**src/rtl/oam_port_ctrl_pkg.sv**
```systemverilog
// Shared definitions for the primary-OAM port controller and its DMA sequencer.
package oam_port_ctrl_pkg;

    typedef enum logic [2:0] {
        IDLE,
        HALT,
        ALIGN,
        READ,
        WRITE
    } oam_dma_state_t;

    localparam int unsigned OAM_BYTES     = 256;
    localparam logic [7:0]  OAM_ATTR_MASK = 8'hE3;

endpackage

```
**src/rtl/oam_dma_seq.sv**
```systemverilog
// OAM DMA sequencer: CPU halt, get/put alignment and 256 read/write pairs.
// Every state change happens on a CPU tick (cpu_clk_en).
module oam_dma_seq
    import oam_port_ctrl_pkg::*;
(
    input  logic        clk,
    input  logic        rst_n,
    input  logic        cpu_clk_en,
    input  logic        rendering,
    input  logic        dma_start,
    input  logic [7:0]  dma_page,
    input  logic [7:0]  bus_rdata,
    output logic        dma_busy,
    output logic        cpu_halt,
    output logic [15:0] bus_addr,
    output logic        bus_re,
    output logic        dma_we,
    output logic [7:0]  dma_wdata,
    output logic        dma_inc
);

    oam_dma_state_t r_state;
    logic           r_parity;
    logic           r_busy;
    logic [7:0]     r_page;
    logic [7:0]     r_idx;
    logic [7:0]     r_data;

    // get/put parity: flips on every CPU tick
    always_ff @(posedge clk or negedge rst_n) begin
        if (!rst_n) begin
            r_parity <= 1'b0;
        end else if (cpu_clk_en) begin
            r_parity <= ~r_parity;
        end
    end

    // DMA state machine with registered busy flag, page/index and data latch
    always_ff @(posedge clk or negedge rst_n) begin
        if (!rst_n) begin
            r_state <= IDLE;
            r_busy  <= 1'b0;
            r_page  <= '0;
            r_idx   <= '0;
            r_data  <= '0;
        end else if (cpu_clk_en) begin
            case (r_state)
                IDLE: begin
                    if (dma_start) begin
                        r_state <= HALT;
                        r_busy  <= 1'b1;
                        r_page  <= dma_page;
                        r_idx   <= '0;
                    end
                end
                HALT: begin
                    r_state <= r_parity ? ALIGN : READ;
                end
                ALIGN: begin
                    r_state <= READ;
                end
                READ: begin
                    r_data  <= bus_rdata;
                    r_state <= WRITE;
                end
                WRITE: begin
                    r_idx <= r_idx + 8'd1;
                    if (r_idx == 8'hFF) begin
                        r_state <= IDLE;
                        r_busy  <= 1'b0;
                    end else begin
                        r_state <= READ;
                    end
                end
                default: begin
                    r_state <= IDLE;
                    r_busy  <= 1'b0;
                end
            endcase
        end
    end

    // Strobes are gated by the tick so each is exactly one clk wide
    always_comb begin
        bus_re    = cpu_clk_en && (r_state == READ);
        dma_inc   = cpu_clk_en && (r_state == WRITE);
        dma_we    = dma_inc && !rendering;
        bus_addr  = {r_page, r_idx};
        dma_wdata = r_data;
        dma_busy  = r_busy;
        cpu_halt  = r_busy;
    end

endmodule

```
**src/rtl/oam_port_ctrl.sv**
```systemverilog
// Primary OAM port owner: arbitrates sprite evaluation, $2003/$2004 and OAM DMA
// onto the single asynchronous-read OAM RAM port.
module oam_port_ctrl
    import oam_port_ctrl_pkg::*;
(
    input  logic        clk,
    input  logic        rst_n,
    input  logic        cpu_clk_en,
    input  logic        rendering,
    input  logic [7:0]  sp_oam_addr,
    output logic [7:0]  sp_oam_data,
    input  logic        reg_wr_oamaddr,
    input  logic        reg_wr_oamdata,
    input  logic [7:0]  reg_wdata,
    output logic [7:0]  reg_rdata,
    input  logic        dma_start,
    input  logic [7:0]  dma_page,
    output logic        dma_busy,
    output logic        cpu_halt,
    output logic [15:0] bus_addr,
    output logic        bus_re,
    input  logic [7:0]  bus_rdata,
    output logic [7:0]  oam_ram_addr,
    output logic        oam_ram_we,
    output logic [7:0]  oam_ram_wdata,
    input  logic [7:0]  oam_ram_rdata
);

    logic [7:0] r_oam_addr;
    logic       w_dma_busy;
    logic       w_dma_we;
    logic       w_dma_inc;
    logic [7:0] w_dma_wdata;
    logic       w_cpu_we;

    oam_dma_seq u_dma_seq (
        .clk        (clk),
        .rst_n      (rst_n),
        .cpu_clk_en (cpu_clk_en),
        .rendering  (rendering),
        .dma_start  (dma_start),
        .dma_page   (dma_page),
        .bus_rdata  (bus_rdata),
        .dma_busy   (w_dma_busy),
        .cpu_halt   (cpu_halt),
        .bus_addr   (bus_addr),
        .bus_re     (bus_re),
        .dma_we     (w_dma_we),
        .dma_wdata  (w_dma_wdata),
        .dma_inc    (w_dma_inc)
    );

    // OAMADDR: DMA advances it; CPU register writes are locked out while DMA runs
    always_ff @(posedge clk or negedge rst_n) begin
        if (!rst_n) begin
            r_oam_addr <= '0;
        end else if (w_dma_inc) begin
            r_oam_addr <= r_oam_addr + 8'd1;
        end else if (!w_dma_busy) begin
            if (reg_wr_oamaddr) begin
                r_oam_addr <= reg_wdata;
            end else if (reg_wr_oamdata) begin
                // during rendering the write is dropped and only the sprite index bumps
                if (rendering) begin
                    r_oam_addr[7:2] <= r_oam_addr[7:2] + 6'd1;
                end else begin
                    r_oam_addr <= r_oam_addr + 8'd1;
                end
            end
        end
    end

    // Port mux, write arbitration and $2004 read formatting
    always_comb begin
        w_cpu_we      = reg_wr_oamdata && !w_dma_busy && !rendering;
        oam_ram_addr  = rendering ? sp_oam_addr : r_oam_addr;
        oam_ram_we    = w_dma_we || w_cpu_we;
        oam_ram_wdata = w_dma_we ? w_dma_wdata : reg_wdata;
        sp_oam_data   = oam_ram_rdata;
        dma_busy      = w_dma_busy;
        reg_rdata     = oam_ram_rdata;
        if (oam_ram_addr[1:0] == 2'd2) begin
            reg_rdata = oam_ram_rdata & OAM_ATTR_MASK;
        end
    end

endmodule

```
**config.mk**
```make
export PLATFORM = sky130hd
export DESIGN_NAME = oam_port_ctrl
export DESIGN_NICKNAME = d
export VERILOG_FILES = /design/src/rtl/oam_port_ctrl_pkg.sv /design/src/rtl/oam_dma_seq.sv /design/src/rtl/oam_port_ctrl.sv
export SDC_FILE = /design/constraint.sdc
export NUM_CORES = 1
export LEC_CHECK = 0
export BUFFER_PORTS_ARGS = -buffer_cell sky130_fd_sc_hd__clkbuf_2
export CORE_ASPECT_RATIO = 0.8
export CORE_UTILIZATION = 45
export DETAILED_ROUTE_END_ITERATION = 16
export PLACE_DENSITY_LB_ADDON = 0.25
export SLEW_MARGIN = 40
export SYNTH_ARGS = -nofsm -noshare
export SYNTH_HDL_FRONTEND = slang
export SYNTH_HIERARCHICAL = 1
export SYNTH_SLANG_ARGS = --single-unit
```
**constraint.sdc**
```tcl
create_clock -name clk -period 5.38 [get_ports clk]
set_clock_uncertainty 0.2 [all_clocks]
set_input_delay 0.807 -clock clk [delete_from_list [all_inputs] [get_ports clk]]
set_output_delay 0.807 -clock clk [all_outputs]
set_load 0.01 [all_outputs]
```
==> impl_metrics.env <==
export IMPL_hp_class="register to register"
export IMPL_ys_async_sr_fraction_pct=100
export IMPL_numCtsBuffers=5
export IMPL_antenna_cells=0
export IMPL_grt_total_usage_pct=18.8
export IMPL_cts_repair_resized=0
export IMPL_hpwlAfterDp_mm=3.84
export IMPL_routabilityCongestion=0.819
export IMPL_switching_share_pct=37.7
export IMPL_vias=1880
export IMPL_rows=23
export IMPL_p_int_uw=730
export IMPL_synth_cell_type_count=56
export IMPL_power_switching_uw=442
export IMPL_max_freq_mhz=280
export IMPL_design_area_sq_um=2750
export IMPL_drt_total_wl_mm=5.13
export IMPL_antenna_found_initial=0
export IMPL_postLayoutCoreUtil_pct=54.7
export IMPL_syn_num_nets=273
export IMPL_p_leak_nw=1.33
export IMPL_fin_crit_ns=3.57
export IMPL_port_buffers=83
export IMPL_combPwrFrac_pct=40.4
export IMPL_route_detailed_drc=0
export IMPL_cts_setup_buffers=0
export IMPL_tightest_slew_ns=0.705
export IMPL_synth_warning_count=6
export IMPL_wl_per_cell_um=14.7
export IMPL_die_x_um=83.0
export IMPL_syn_area_sq_um=2360
export IMPL_cts_max_path_buffers=2
export IMPL_layout_drive_gt1_share_pct=45.5
export IMPL_critPathKind="primary input to output port"
export IMPL_grt_pass1_wl_mm=8.16
export IMPL_ys_flop_type="dfrtp_1"
export IMPL_clkPwrFrac_pct=16.1
export IMPL_drv_cap=0
export IMPL_vias_per_cell=5.37
export IMPL_insertion_delay_ns=0.28
export IMPL_cts_tree="built"
export IMPL_nFillCells=490
export IMPL_setup_viol=0
export IMPL_required_ns=4.37
export IMPL_dr_pass1_iters=4
export IMPL_max_slew_margin_pct=52.8
export IMPL_cp_end_kind="output port"
export IMPL_critical_path_max_fanout=11
export IMPL_drv_slew=0
export IMPL_synth_enable_flop_cells=0
export IMPL_setup_tns_ns=0
export IMPL_cellPowerDensity_nw_per_um2=426
export IMPL_htreeDepth=2
export IMPL_overflow=0
export IMPL_cts_sinks=37
export IMPL_period_share_pct=66.3
export IMPL_nets=337
export IMPL_netlist_instances=223
export IMPL_die_h_um=66.8
export IMPL_syn2layout_area_growth_pct=16.6
export IMPL_clk_pin_slew_ns=0.07
export IMPL_rsz0062_at_grt="no"
export IMPL_final_cell_mix="clkbuf_2 (82), dfrtp_1 (37), mux2_2 (25)"
export IMPL_coreArea_sq_um=5040
export IMPL_grt_pass1_vias=1670
export IMPL_drtIter0Drc=73
export IMPL_drtAntennaViolNets=0
export IMPL_cp_arrival_ns=2.56
export IMPL_postSynthAreaPerCell_sq_um=10.6
export IMPL_ys_ff_latch=37
export IMPL_grt_max_degree=38
export IMPL_pin_count=99
export IMPL_fin_hold_ws_ns=0.271
export IMPL_ir_drop_uv=227
export IMPL_cts_root_buf="clkbuf_8"
export IMPL_start_util_pct=46.9
export IMPL_hold_violations=0
export IMPL_final_common_cell="clkbuf_2"
export IMPL_placed_cell_area_sq_um=2670
export IMPL_start_kind="primary input"
export IMPL_die_area_sq_um=5540
export IMPL_holdBufCountCts=0
export IMPL_seqPwrFrac_pct=43.5
export IMPL_seq_area_frac_synth_pct=39.2
export IMPL_outcome="completed"
==> cells in the mapped netlist (2+ instances only) <==
cell type	instances	area, sq um
buf_4	16	120
xnor2_1	2	17.5
o31ai_1	2	15.0
mux2_4	5	75.1
o31a_1	2	17.5
nand2b_1	5	31.3
xor2_1	2	17.5
or3_1	4	25.0
buf_2	7	35.0
nor2_1	5	18.8
nand3_1	8	40.0
and2_1	4	25.0
nor2b_1	2	12.5
o21bai_1	2	15.0
o22a_1	3	26.3
mux2i_1	5	50.1
nand2_1	10	37.5
a21oi_1	9	45.0
ha_1	3	37.5
inv_1	10	37.5
o211ai_1	2	15.0
mux2_2	25	282
nor3_1	4	20.0
o21ai_0	18	90.1
dfrtp_1	37	926
==> power groups by stage <==
stage               Clock, mW  Combinational, mW  Sequential (mW)
floorplan                   0              0.369            0.485
global placement            0              0.468            0.508
detailed placement          0              0.475            0.515
CTS                     0.200              0.479            0.509
global route            0.210              0.524            0.530
finish                  0.189              0.474            0.510
==> state kept, by name, indices dropped and copies added, names as in the netlist <==
| register | flops |
|---|---|
| u_dma_seq/r_parity | 1 |
| r_oam_addr | 8 |
| u_dma_seq/r_idx | 8 |
| u_dma_seq/cpu_halt | 1 |
| u_dma_seq/dma_wdata | 8 |
| u_dma_seq/r_state | 3 |
| u_dma_seq/r_page | 8 |
==> stage by stage <==
stage               instances  total power [mW]  worst slack (ns)
floorplan                 223             0.853              2.41
global placement          342             0.976              1.88
detailed placement        342             0.990              1.83
CTS                       350              1.19              1.83
global route              350              1.26              1.64
finish                    350              1.17              1.81
==> path summary, 6_finish.rpt <==
path	to	cells past startpoint	startpoint	slack, ns
worst max-delay path	oam_ram_wdata[1]	5	cpu_clk_en	1.81
worst min-delay path	u_dma_seq/r_parity	1	u_dma_seq/r_parity	0.27
worst max register to register	r_oam_addr[5]	6	u_dma_seq/r_state[0]	2.67
worst min register to register	u_dma_seq/r_parity	1	u_dma_seq/r_parity	0.27
max in group asynchronous	u_dma_seq/dma_wdata[1]	1	rst_n	4.31
min in group asynchronous	r_oam_addr[4]	1	rst_n	0.31
==> metal layers <==
metal / wire length [um] / vias up / track usage (%)
met4: 23 / 0 / 4.96
li1: - / 921 / -
met5: 0 / - / 0
met1: 2420 / 895 / 26.5
met3: 296 / 2 / 4.58
met2: 2390 / 62 / 28.7
==> cells by family (layout without fill, tap and decap cells) <==
| group | Yosys count | after routing | share of synthesized area (%) |
|---|---|---|---|
| xor+xnor | 4 | 4 | 1.48 |
| flops | 37 | 37 | 39.2 |
| simple gates | 54 | 54 | 14.4 |
| fa+ha+maj | 3 | 3 | 1.59 |
| mux | 36 | 36 | 17.7 |
| buf+inv | 36 | 101 | 9.65 |
| compound gates | 53 | 53 | 16.0 |
==> critical path, stage by stage <==
cell and delay, ns:
clkbuf_2 0.16, nand4bb_1 0.36, nor2_1 0.68, mux2_2 0.42, clkbuf_2 0.13
==> layout make-up <==
type                       count  area [sq um]  share of cell area, %
sequential                    37           926                   33.6
clock inverter                 3          17.5                  0.636
inverter                      10          37.5                   1.36
tap                           62          77.6                   2.82
multi-input combinational    150          1210                   43.9
timing repair buffer          83           418                   15.2
clock buffer                   5          68.8                   2.50
(Power assumes the default switching activity.)
